==> config.mk <==
export PLATFORM = sky130hd
export DESIGN_NAME = timer_mmio
export DESIGN_NICKNAME = d
export VERILOG_FILES = /design/src/rtl/timer_mmio.sv
export SDC_FILE = /design/constraint.sdc
export NUM_CORES = 1
export LEC_CHECK = 0
export CAP_MARGIN = 10
export CORE_UTILIZATION = 35
export DETAILED_ROUTE_END_ITERATION = 8
export GPL_ROUTABILITY_DRIVEN = 0
export HOLD_SLACK_MARGIN = 0.12
export PLACE_DENSITY = 0.65
export RECOVER_POWER = 25
export SLEW_MARGIN = 10
export SYNTH_ARGS = -nofsm -noshare
export SYNTH_HDL_FRONTEND = slang
export SYNTH_SLANG_ARGS = --single-unit
==> constraint.sdc <==
create_clock -name clock -period 3 [get_ports clock]
set_input_delay 0.75 -clock clock [delete_from_list [all_inputs] [get_ports clock]]
set_output_delay 0.75 -clock clock [all_outputs]
set_load 0.005 [all_outputs]
==> src/rtl/timer_mmio.sv <==
// Memory-mapped down-counting timer with one-shot/auto-reload modes and an expiry flag.
// Optional build macro TIMER_MMIO_IRQ_EN implements CTRL.IE and drives irq = EXP & IE.
module timer_mmio #(
  parameter int WIDTH    = 32,
  parameter int PRESCALE = 4
) (
  input  logic        clock,
  input  logic        reset,
  input  logic        we,
  input  logic [1:0]  addr,
  input  logic [31:0] wd,
  output logic [31:0] rd,
  output logic        irq
);

  localparam int PW = (PRESCALE > 1) ? $clog2(PRESCALE) : 1;

  typedef enum logic [1:0] {IDLE, RUN, DONE} state_t;

  state_t             state_q;
  logic               en_q;
  logic               auto_q;
  logic               exp_q;
  logic [WIDTH-1:0]   load_q;
  logic [WIDTH-1:0]   count_q;
  logic [PW-1:0]      presc_q;
  logic               ieRd;

  logic ctrlWr;
  logic loadWr;
  logic statClr;
  logic tick;

  assign ctrlWr  = we && (addr == 2'd0);
  assign loadWr  = we && (addr == 2'd1);
  assign statClr = we && (addr == 2'd3) && wd[0];
  assign tick    = (presc_q == PW'(PRESCALE - 1));

`ifdef TIMER_MMIO_IRQ_EN
  logic ie_q;

  always_ff @(posedge clock or negedge reset) begin
    if (!reset)      ie_q <= 1'b0;
    else if (ctrlWr) ie_q <= wd[2];
  end

  assign ieRd = ie_q;
  assign irq  = exp_q & ie_q;
`else
  assign ieRd = 1'b0;
  assign irq  = 1'b0;
`endif

  // A CTRL write takes priority over the tick on the same edge; expiry set
  // is placed after the STAT clear so that set wins when both coincide.
  always_ff @(posedge clock or negedge reset) begin
    if (!reset) begin
      state_q <= IDLE;
      en_q    <= 1'b0;
      auto_q  <= 1'b0;
      exp_q   <= 1'b0;
      load_q  <= '0;
      count_q <= '0;
      presc_q <= '0;
    end else begin
      if (loadWr)  load_q <= WIDTH'(wd);
      if (statClr) exp_q  <= 1'b0;
      if (ctrlWr) begin
        en_q   <= wd[0];
        auto_q <= wd[1];
        if (wd[0]) begin
          state_q <= RUN;
          count_q <= load_q;
          presc_q <= '0;
        end else if (state_q == RUN) begin
          state_q <= IDLE;
        end
      end else if (state_q == RUN) begin
        presc_q <= tick ? '0 : presc_q + 1'b1;
        if (tick) begin
          if (count_q != '0) begin
            count_q <= count_q - 1'b1;
          end else begin
            exp_q <= 1'b1;
            if (auto_q) begin
              count_q <= load_q;
            end else begin
              state_q <= DONE;
              en_q    <= 1'b0;
            end
          end
        end
      end
    end
  end

  always_comb begin
    rd = '0;
    case (addr)
      2'd0:    rd = {29'b0, ieRd, auto_q, en_q};
      2'd1:    rd = 32'(load_q);
      2'd2:    rd = 32'(count_q);
      default: rd = {31'b0, exp_q};
    endcase
  end

endmodule

# Word-level counts from Yosys, hierarchy flattened
# Index checks and enable logic that the tools add are counted.
# op_classes
add_sub_neg	2
eq_ne	8
mux	28
n_reduce_logical	14
# ops
cell	count
$mux 32	6
$pmux 32 s3	1
$reduce_bool 32->1	1
$sub 32x1->32 const B	1
$mux 2	11
$mux 1	10
$reduce_and 4->1	2
$eq 2x2->1 const B	3
$reduce_bool 2->1	3
$reduce_and 5->1	1
$eq 2x1->1 const B	2
$logic_and 1x1->1	4
$ne 2x2->1 const B	2
$reduce_bool 3->1	1
$add 2x1->2 const B	1
$logic_not 2->1	1
$ne 2x1->1 const B	1
$reduce_and 2->1	1
# totals
ff_bits	71
inputBits	37
out_inout_bits	33
elab_cells	59

# Logic depth before layout (Yosys ltp)
# Gate-level depths: netlist of run 1.
# logic_depth
word_depth	8
depth_mapped	9
mapped_depth_nobuf	7

# Worst setup path before layout of run 1
# OpenSTA, ideal clock, no wires.
# synth_timing
path_kind	input -> register
from	in addr[0]
to	reg count_q[25]
setup_ps	94
arrival_ps	2168
t_required_ps	2906
slack_ps	738
stages	7
n_path_buf	2
path_cell_list	or3b_2 buf_2 nand3_1 a31oi_4 or2_1 buf_4 a221oi_2
# synth_between
elab_chain_len	4
elab_cells_between_ends	8
classes_between	eq/ne: 1; mux: 1; reduce/logical: 6
# synth_rtl
element	line_no	source
start, declared	10	input logic [1:0] addr,
$logic_not 2->1 (*)	34	assign ctrlWr = we && (addr == 2'd0);
$logic_and 1x1->1 (*)	34	
$ne 2x2->1 (no source line), or another cell as far along	-	
$reduce_and 4->1 (no source line)	-	
end signal, assigned	73	count_q <= load_q;
end signal, assigned	82	count_q <= count_q - 1'b1;
end signal, assigned	86	count_q <= load_q;
end, declared	25	logic [WIDTH-1:0] count_q;
# Mark *: on every way between the ends. The rest lies on a longest branch, timed or not.
# A chain may end at the register's enable or synchronous reset.

# Final worst setup path of run 1
# layout_timing
from	in addr[1]
to	out rd[25]
# layout_between
elab_chain_len	2
elab_cells_between_ends	4
classes_between	eq/ne: 2; mux: 1; reduce/logical: 1
# layout_rtl
element	line_no	source
$eq 2x2->1, or another cell as far along	99	case (addr)
$pmux 32 s3 (*)	99	
end, declared	12	output logic [31:0] rd,
# Marks and branches as above.

==> impl_metrics.ini, run 1 <==
[status]
outcome = complete, but fails checks
failed_checks = max-capacitance violations, max-slew violations

[logic_synthesis]
ys_ff_latch = 71
ys_top_cells_by_area = dfrtp_1 40%, mux2_2 8.2%, a22o_1 5.9%, mux2i_1 4.1%, o22ai_1 4.0%
synth_adder_area_share = 0.00849
ys_top_cells_by_count = 71 x dfrtp_1, 32 x mux2_2, 30 x a22o_1
synth_warnings = 0
synth_flop_cell = dfrtp_1
synth_compound_area_frac = 0.215
yosysTopAreaCellShare = 0.402
synth_edf_count = 0
yosysTopAreaCell = dfrtp_1
syn_area_mm2 = 0.00442
yosys.area_share.simple = 0.181
synth_xor_area_frac = 0
synth_fp_nets = 474
synth_top_family_by_area = compound AO/OA/AOI/OAI gates
synth.distinct_cells = 61
synth_area_per_cell_um2 = 10.2
ys_seq_area_frac = 0.402
async_flop_share = 1.00
post-synth-top-count-cell = dfrtp_1
synth_cells = 434
synthMuxAreaShare = 0.127

[route]
wl_per_cell_um = 19.1
routed_wl_um = 13100
drc = 0
drt-initial-drc-count = 313
ant_nets = 0
first_pass_iters = 5
viasPerCell = 5.71
vias = 3908

[placed_design]
placed_area_mm2 = 0.00542
port_buffers = 68
detailed_place_hpwl_um = 8970

[clocking]
path_clk_slew_ps = 60
clk-insertion-delay-late_ps = 340
cts_root_buf = clkbuf_16
cts_tree = built
htreeDepth = 3
cts_made_buffers = 9
max-clock-path-buffers = 2
cts.sinks = 71

[cells_and_area]
layout-drive-gt1-share = 0.211
final_util = 0.478
final_net_count = 551
syn2layout_area_growth_pct = 31.5
antennaDiodeCount = 0
fin_area_mm2 = 0.00581

[setup_path]
crit_arrival_ps = 2170
startpoint_type = primary input
path_max_fanout = 8
r2r_slack_ps = 400
worstSetupPathType = primary input to output pin
required_ps = 2250
crit_path_end_kind = output pin

[power_and_ir_drop]
max-vdd-ir-drop_mv = 0.273
p_per_area_mw_per_mm2 = 661
power_leakage_uw = 0.00239

[timing]
period_share = 0.975
grt_setup_unrepaired = false
slew_headroom = -0.0785
hold_viol = 0
fmax_mhz = 342
finalClockSkew_ps = 5.22
max_slew.worst_pin.slew_ps = 1620
maxSlewViolCount = 29
setup_viol_count_final = 0
min_period_ps = 2920

[global_routing]
grt_overflow = 0
antenna_found_initial = 0
grt_use_total = 0.213
grt_pass1_wl_um = 21200
grt_pass1_vias = 3911
grt_max_degree = 44

[floorplan]
rows = 40
io_pins = 70
start_util = 0.363
core-area_mm2 = 0.0122
die_area_mm2 = 0.0131
fp.dieW_um = 114
die_y_um = 114

[run]
drv_cap = 1

[worst_hold_path]
hold_path_class = flop to flop
sequential cells by signal, indices dropped and copies added (netlist names):
signal	flops
state_q	2
auto_q	1
load_q	32
en_q	1
presc_q	2
exp_q	1
count_q	32
area by class of cell:
type	count	area [µm²]
clock buffer	12	236
inverter	21	78.8
timing repair buffer	105	1080
tap	168	210
fill	1107	6350
clock inverter	4	70.1
multi-input combinational	303	2360
sequential	71	1780
per-stage QoR:
stage	std cells	hold WS, ps	worst slack, ps	total power [µW]	setup TNS [ps]
after floorplan	434	443	738	2180	0
after global placement	664	470	-156	2650	-3840
after detailed placement	664	494	-141	2690	-3470
after CTS	683	470	3.35	3840	0
after global routing	684	535	10.7	4050	0
final	684	498	75.7	3840	0
placed cells by master (no fill, tap or decap), types with 7 or more instances in the layout:
cell,instances
clkbuf_16,9
o2bb2ai_1,12
mux2_2,32
o22ai_1,28
buf_12,7
inv_1,21
buf_4,28
a22oi_1,19
dfrtp_1,71
nand3_1,10
mux2i_1,18
nor2_1,16
nand2_1,24
nor4_1,9
a22o_1,30
nor3_1,26
nand4_1,10
clkdlybuf4s50_1,65
kinds of logic after synthesis:
group / count (synthesis)
multiplexers: 51
other: 1
AO/OA/AOI/OAI: 117
AND/OR/NAND/NOR: 131
adder cells (fa/ha/maj): 3
flip-flops: 71
buffers and inverters: 60
power breakdown:
group / leakage [µW] / internal (µW) / switching (µW)
clock: 0.000151 / 726 / 408
sequential: 0.000842 / 1230 / 400
combinational: 0.00140 / 596 / 484
what timing repair did:
| item | 4_1_cts | 5_1_grt |
|---|---|---|
| cloned | 2 | 0 |
| endpoints found under the setup margin | 32 | 15 |
| setup buffers | 1 | 1 |
| gates resized for setup | 5 | 1 |
| hold buffers | 0 | 0 |
path summary, 6_finish.rpt:
kind | cells after the start | startpoint | endpoint
max | 5 | addr[1] | rd[25]
min | 1 | presc_q[0]$_DFFE_PN0P_ | presc_q[0]$_DFFE_PN0P_
max reg2reg | 7 | count_q[0]$_DFFE_PN0P_ | count_q[12]$_DFFE_PN0P_
min reg2reg | 1 | presc_q[0]$_DFFE_PN0P_ | presc_q[0]$_DFFE_PN0P_
max in group asynchronous | 2 | reset | load_q[21]$_DFFE_PN0P_
min in group asynchronous | 1 | reset | load_q[11]$_DFFE_PN0P_
worst max-delay path, stage by stage:
cell	delay (ps)
dlygate4sd2_1	270
nor2b_4	200
bufbuf_16	310
a22o_1	140
clkdlybuf4s50_1	500
routing by layer:
metal,global-route usage,up-vias,share of wire
li1,-,1831,-
met1,0.284,1895,0.45
met2,0.337,165,0.47
met3,0.0529,17,0.067
met4,0.0719,0,0.016
met5,0,-,0
Power figures use the tool's default switching activity.
==> inputs of run 2 (changes only) <==
--- a/config.mk
+++ b/config.mk
@@ -9,6 +9,7 @@
 export CORE_UTILIZATION = 35
 export DETAILED_ROUTE_END_ITERATION = 8
 export GPL_ROUTABILITY_DRIVEN = 0
+export GPL_TIMING_DRIVEN = 0
 export HOLD_SLACK_MARGIN = 0.12
 export PLACE_DENSITY = 0.65
 export RECOVER_POWER = 25
==> run 2 against run 1 <==
  * The run still ends with max-capacitance violations, max-slew violations left
  * Critical path depth is the same
  * Sequential share of layout area grew 0.67 points
  * Routed wire length grew 8.5%
  * Clock power is essentially flat
  * Clock-buffer cell count shrank 1
  * Via count grew 3.9%
  * Global-route usage grew 1.6 points
  * Combinational power is essentially flat
  * Critical path type unchanged
==> impl_metrics.ini, run 2 (synthesis results as in run 1) <==
[clocking]
holdBufCountCts = 0
cts_root_buf = clkbuf_16
cts_tree = built
cts_made_buffers = 9
htreeDepth = 3
clk-insertion-delay-late_ps = 350
cts.sinks = 71
path_clk_slew_ps = 50
max-clock-path-buffers = 2

[route]
drc = 0
viasPerCell = 5.91
routed_wl_um = 14200
wl_per_cell_um = 20.7
first_pass_iters = 5
vias = 4061
ant_nets = 0
drt-initial-drc-count = 486

[placed_design]
port_buffers = 68
detailed_place_hpwl_um = 9880
placed_area_mm2 = 0.00533

[power_and_ir_drop]
intPower_uw = 2480
max-vdd-ir-drop_mv = 0.268
pwr-share-clk = 0.294
swShare = 0.349
power_leakage_uw = 0.00232
p_per_area_mw_per_mm2 = 669
power_frac_comb = 0.292
power.share.sequential = 0.414
power.switching_uw = 1330

[timing]
fin_hold_ws_ps = 499
maxSlewViolCount = 35
period_share = 0.974
slew_headroom = -0.213
finalClockSkew_ps = 8.11
min_period_ps = 2920
max_slew.worst_pin.slew_ps = 1820
fmax_mhz = 342
setup_viol_count_final = 0
grt_setup_unrepaired = false
hold_viol = 0

[floorplan]
start_util = 0.363
die_y_um = 114
core-area_mm2 = 0.0122
fp.dieW_um = 114
rows = 40
io_pins = 70
die_area_mm2 = 0.0131

[setup_path]
crit_path_end_kind = output pin
r2r-start = count_q[0]$_DFFE_PN0P_
timing.rr.end = count_q[30]$_DFFE_PN0P_
r2r_slack_ps = 450
endpoint = rd[29]
crit_arrival_ps = 2170
required_ps = 2250
worstSetupPathType = primary input to output pin
startpoint_type = primary input
path_max_fanout = 10
ff2ff_path_depth = 8
critPathLaunch = addr[1]

[cells_and_area]
final_common_cell = dfrtp_1
reg_top3 = count_q: 32 flops, load_q: 32 flops
seq_area_mm2 = 0.00178
syn2layout_area_growth_pct = 28.7
multiInputGateArea_mm2 = 0.00237
layout-drive-gt1-share = 0.200
fin_area_mm2 = 0.00569
final_cell_mix = 71 x dfrtp_1, 64 x clkdlybuf4s50_1, 32 x mux2_2
antennaDiodeCount = 0
final_net_count = 554
fillers = 1145

[global_routing]
grt_pass1_wl_um = 22300
grt_pass1_vias = 4031
grt_max_degree = 39
grt_use_total = 0.229
antenna_found_initial = 0
grt_overflow = 0

[status]
outcome = complete, but fails checks
failed_checks = max-capacitance violations, max-slew violations

[run]
drv_cap = 1

[worst_hold_path]
hold_path_class = flop to flop
-- run 2: stage by stage --
step                cells  TNS, ps   util  setup slack [ps]  total power (µW)
floorplan             434        0      -               738              2180
global placement      670  -134970  0.437             -1350              2620
detailed placement    671   -40880  0.438              -844              2670
CTS                   687        0  0.468              12.2              3790
global route          687        0  0.468              5.36              3980
finish                687        0  0.468              78.7              3800
-- run 2: cell type report --
type | count | share of cell area
Timing Repair Buffer | 69 | 0.119
Tap cell | 168 | 0.0370
Multi-Input combinational cell | 303 | 0.417
Clock inverter | 5 | 0.00990
Clock buffer | 11 | 0.0444
Inverter | 21 | 0.0139
Buffer | 39 | 0.0469
Sequential cell | 71 | 0.312
-- run 2: power groups by stage --
stage	clock network, µW	logic, µW	registers [µW]
floorplan	0	714	1470
global placement	0	1060	1560
detailed placement	0	1090	1580
CTS	1120	1100	1560
global route	1170	1210	1610
finish	1120	1110	1570
-- run 2: routing by layer --
metal	global-route usage	vias up	wire (µm)
li1	-	1827	-
met2	0.346	233	6420
met4	0.115	0	388
met5	0	-	0
met1	0.311	1969	6270
met3	0.0450	32	1130
-- run 2: worst max-delay path, stage by stage --
cell	delay (ps)
clkdlybuf4s15_2	270
nor2b_4	210
buf_4	230
a22o_1	200
clkdlybuf4s50_1	510
-- run 2: repair_timing --
item                       CTS  global route
gates cloned                 0             0
resized for setup           26            12
setup buffers                0             0
setup endpoints to repair   63            42
-- run 2: how the worst min path moves through the flow --
stage	start	end	slack, ps	depth (start not counted)
6_report	presc_q[0]$_DFFE_PN0P_	presc_q[0]$_DFFE_PN0P_	500	1
3_3_place_gp	exp_q$_DFF_PN0_	exp_q$_DFF_PN0_	460	2
4_1_cts	reset	en_q$_DFFE_PN0P_	370	1
2_1_floorplan	exp_q$_DFF_PN0_	exp_q$_DFF_PN0_	440	2
5_1_grt	presc_q[0]$_DFFE_PN0P_	presc_q[0]$_DFFE_PN0P_	530	1
3_5_place_dp	exp_q$_DFF_PN0_	exp_q$_DFF_PN0_	480	2
==> inputs of run 3 (changes only) <==
--- a/config.mk
+++ b/config.mk
@@ -6,12 +6,13 @@
 export NUM_CORES = 1
 export LEC_CHECK = 0
 export CAP_MARGIN = 10
-export CORE_UTILIZATION = 35
+export CORE_MARGIN = 1
+export CORE_UTILIZATION = 54
 export DETAILED_ROUTE_END_ITERATION = 8
 export GPL_ROUTABILITY_DRIVEN = 0
 export GPL_TIMING_DRIVEN = 0
 export HOLD_SLACK_MARGIN = 0.12
-export PLACE_DENSITY = 0.65
+export PLACE_DENSITY = 0.89
 export RECOVER_POWER = 25
 export SLEW_MARGIN = 10
 export SYNTH_ARGS = -nofsm -noshare
==> run 3 against run 2 <==
  * The run ends with negative setup slack left
  * Clock skew rose by 6.3 ps
  * Combinational power hardly changed
  * Global-route usage up 10 points
  * Largest power group unchanged
  * Largest cell class unchanged
  * Clock-buffer cell count unchanged
==> impl_metrics.ini, run 3 (synthesis results as in run 1) <==
[status]
outcome = complete, but fails checks
failed_checks = negative setup slack

[route]
vias = 4340
drc = 0
ant_nets = 0
first_pass_iters = 6
wl_per_cell_um = 22.0
drt-initial-drc-count = 564
viasPerCell = 6.99
routed_wl_um = 13700

[setup_path]
endpoint = count_q[25]$_DFFE_PN0P_
timing.rr.end = count_q[18]$_DFFE_PN0P_
critical_path.max_stage_delay_ps = 570
crit_arrival_ps = 3280
crit_path_end_kind = flop
critPathSlowestCell = nor3b_2
required_ps = 3270
startpoint_type = primary input
ff2ff_path_depth = 7
r2r-start = count_q[0]$_DFFE_PN0P_
critPathLaunch = we
r2r_slack_ps = 150
path_max_fanout = 10
worstSetupPathType = primary input to flop
worstPathCellList = clkdlybuf4s50_1 -> nor3b_2 -> and2_1 -> buf_2 -> clkbuf_1 -> o22ai_1 -> a221oi_2

[global_routing]
grt_pass1_wl_um = 21500
antenna_found_initial = 0
grt_pass1_vias = 4262
grt_use_total = 0.331
grt_busiest_layer = met2
grt_max_degree = 52
grt.met1_usage = 0.417
met2_usage = 0.499
grt_util_met3 = 0.110
grt_overflow = 0

[cells_and_area]
layout-drive-gt1-share = 0.197
final_cell_mix = 71 x dfrtp_1, 64 x clkdlybuf4s50_1, 32 x mux2_2
final_util = 0.709
syn2layout_area_growth_pct = 25.3
reg_top3 = count_q: 32 flops, load_q: 32 flops
antennaDiodeCount = 0
final_net_count = 554
final_common_cell = dfrtp_1

[timing]
max_slew.worst_pin.slew_ps = 1350
fin_setup_tns_ps = -13.3
fmax_mhz = 332
period_share = 1.00
slew_headroom = 0.102
hold_viol = 0
finalClockSkew_ps = 14.4
layout_setup_ws_ps = -13.3
grt_setup_unrepaired = false
setup_viol_count_final = 1
min_period_ps = 3010
maxSlewViolCount = 0

[clocking]
cts_made_buffers = 9
ctsResizeCount = 25
clk-insertion-delay-late_ps = 370
path_clk_slew_ps = 80
cts.sinks = 71
max-clock-path-buffers = 2
holdBufCountCts = 0
cts_root_buf = clkbuf_8
post_cts_buffers = 0
cts_tree = built
htreeDepth = 3

[power_and_ir_drop]
max-vdd-ir-drop_mv = 0.387
pwr-share-clk = 0.261
power_leakage_uw = 0.00229
power.switching_uw = 1300
power_frac_comb = 0.305
swShare = 0.355
p_per_area_mw_per_mm2 = 662
power.share.sequential = 0.434
intPower_uw = 2360

[floorplan]
fp.dieW_um = 92.5
rows = 32
die_area_mm2 = 0.00855
io_pins = 70
die_y_um = 92.5
start_util = 0.566
core-area_mm2 = 0.00781

[worst_hold_path]
hold_path_class = flop to flop

[run]
drv_cap = 0

[placed_design]
detailed_place_hpwl_um = 9080
port_buffers = 68
==> run 3: metrics by stage <==
| step | cell area (µm²) | hold slack (ps) | power [µW] | setup slack [ps] | instances |
|---|---|---|---|---|---|
| floorplan | 4420 | 443 | 2180 | 738 | 434 |
| global placement | 5230 | 456 | 2580 | -1240 | 604 |
| detailed placement | 5250 | 470 | 2660 | -842 | 605 |
| CTS | 5550 | 281 | 3610 | -42.0 | 621 |
| global route | 5540 | 510 | 3820 | 17.2 | 621 |
| finish | 5540 | 488 | 3660 | -13.3 | 621 |
==> run 3: layout make-up <==
class / count / area (µm²)
buffer: 39 / 263
tap: 102 / 128
clock buffer: 11 / 141
fill: 570 / 2270
sequential: 71 / 1780
multi-input combinational: 303 / 2370
inverter: 21 / 78.8
timing repair buffer: 69 / 678
clock inverter: 5 / 105
==> run 3: worst max-delay path: cells and delay by family <==
family,cells,cell delay [ps]
simple gates,2,800
compound gates,2,490
buf+inv,3,1240
==> run 3: power by group through the flow <==
stage               clock, µW  combinational, µW  sequential, µW
detailed placement          0               1080            1580
floorplan                   0                714            1470
finish                    957               1120            1590
CTS                       953               1100            1560
global route             1000               1200            1610
global placement            0               1030            1550
==> run 3: per-layer routing <==
| metal | vias to the layer above | wire length, µm |
|---|---|---|
| met5 | - | 0 |
| met4 | 0 | 852 |
| met3 | 115 | 1780 |
| met2 | 350 | 5980 |
| met1 | 2034 | 5070 |
| li1 | 1841 | - |
==> run 3: worst min path at each step <==
| stage | from | endpoint | cells after the start |
|---|---|---|---|
| floorplan | exp_q$_DFF_PN0_ | exp_q$_DFF_PN0_ | 2 |
| global placement | exp_q$_DFF_PN0_ | exp_q$_DFF_PN0_ | 2 |
| detailed placement | exp_q$_DFF_PN0_ | exp_q$_DFF_PN0_ | 2 |
| CTS | reset | load_q[23]$_DFFE_PN0P_ | 1 |
| global route | exp_q$_DFF_PN0_ | exp_q$_DFF_PN0_ | 2 |
| finish | exp_q$_DFF_PN0_ | exp_q$_DFF_PN0_ | 2 |
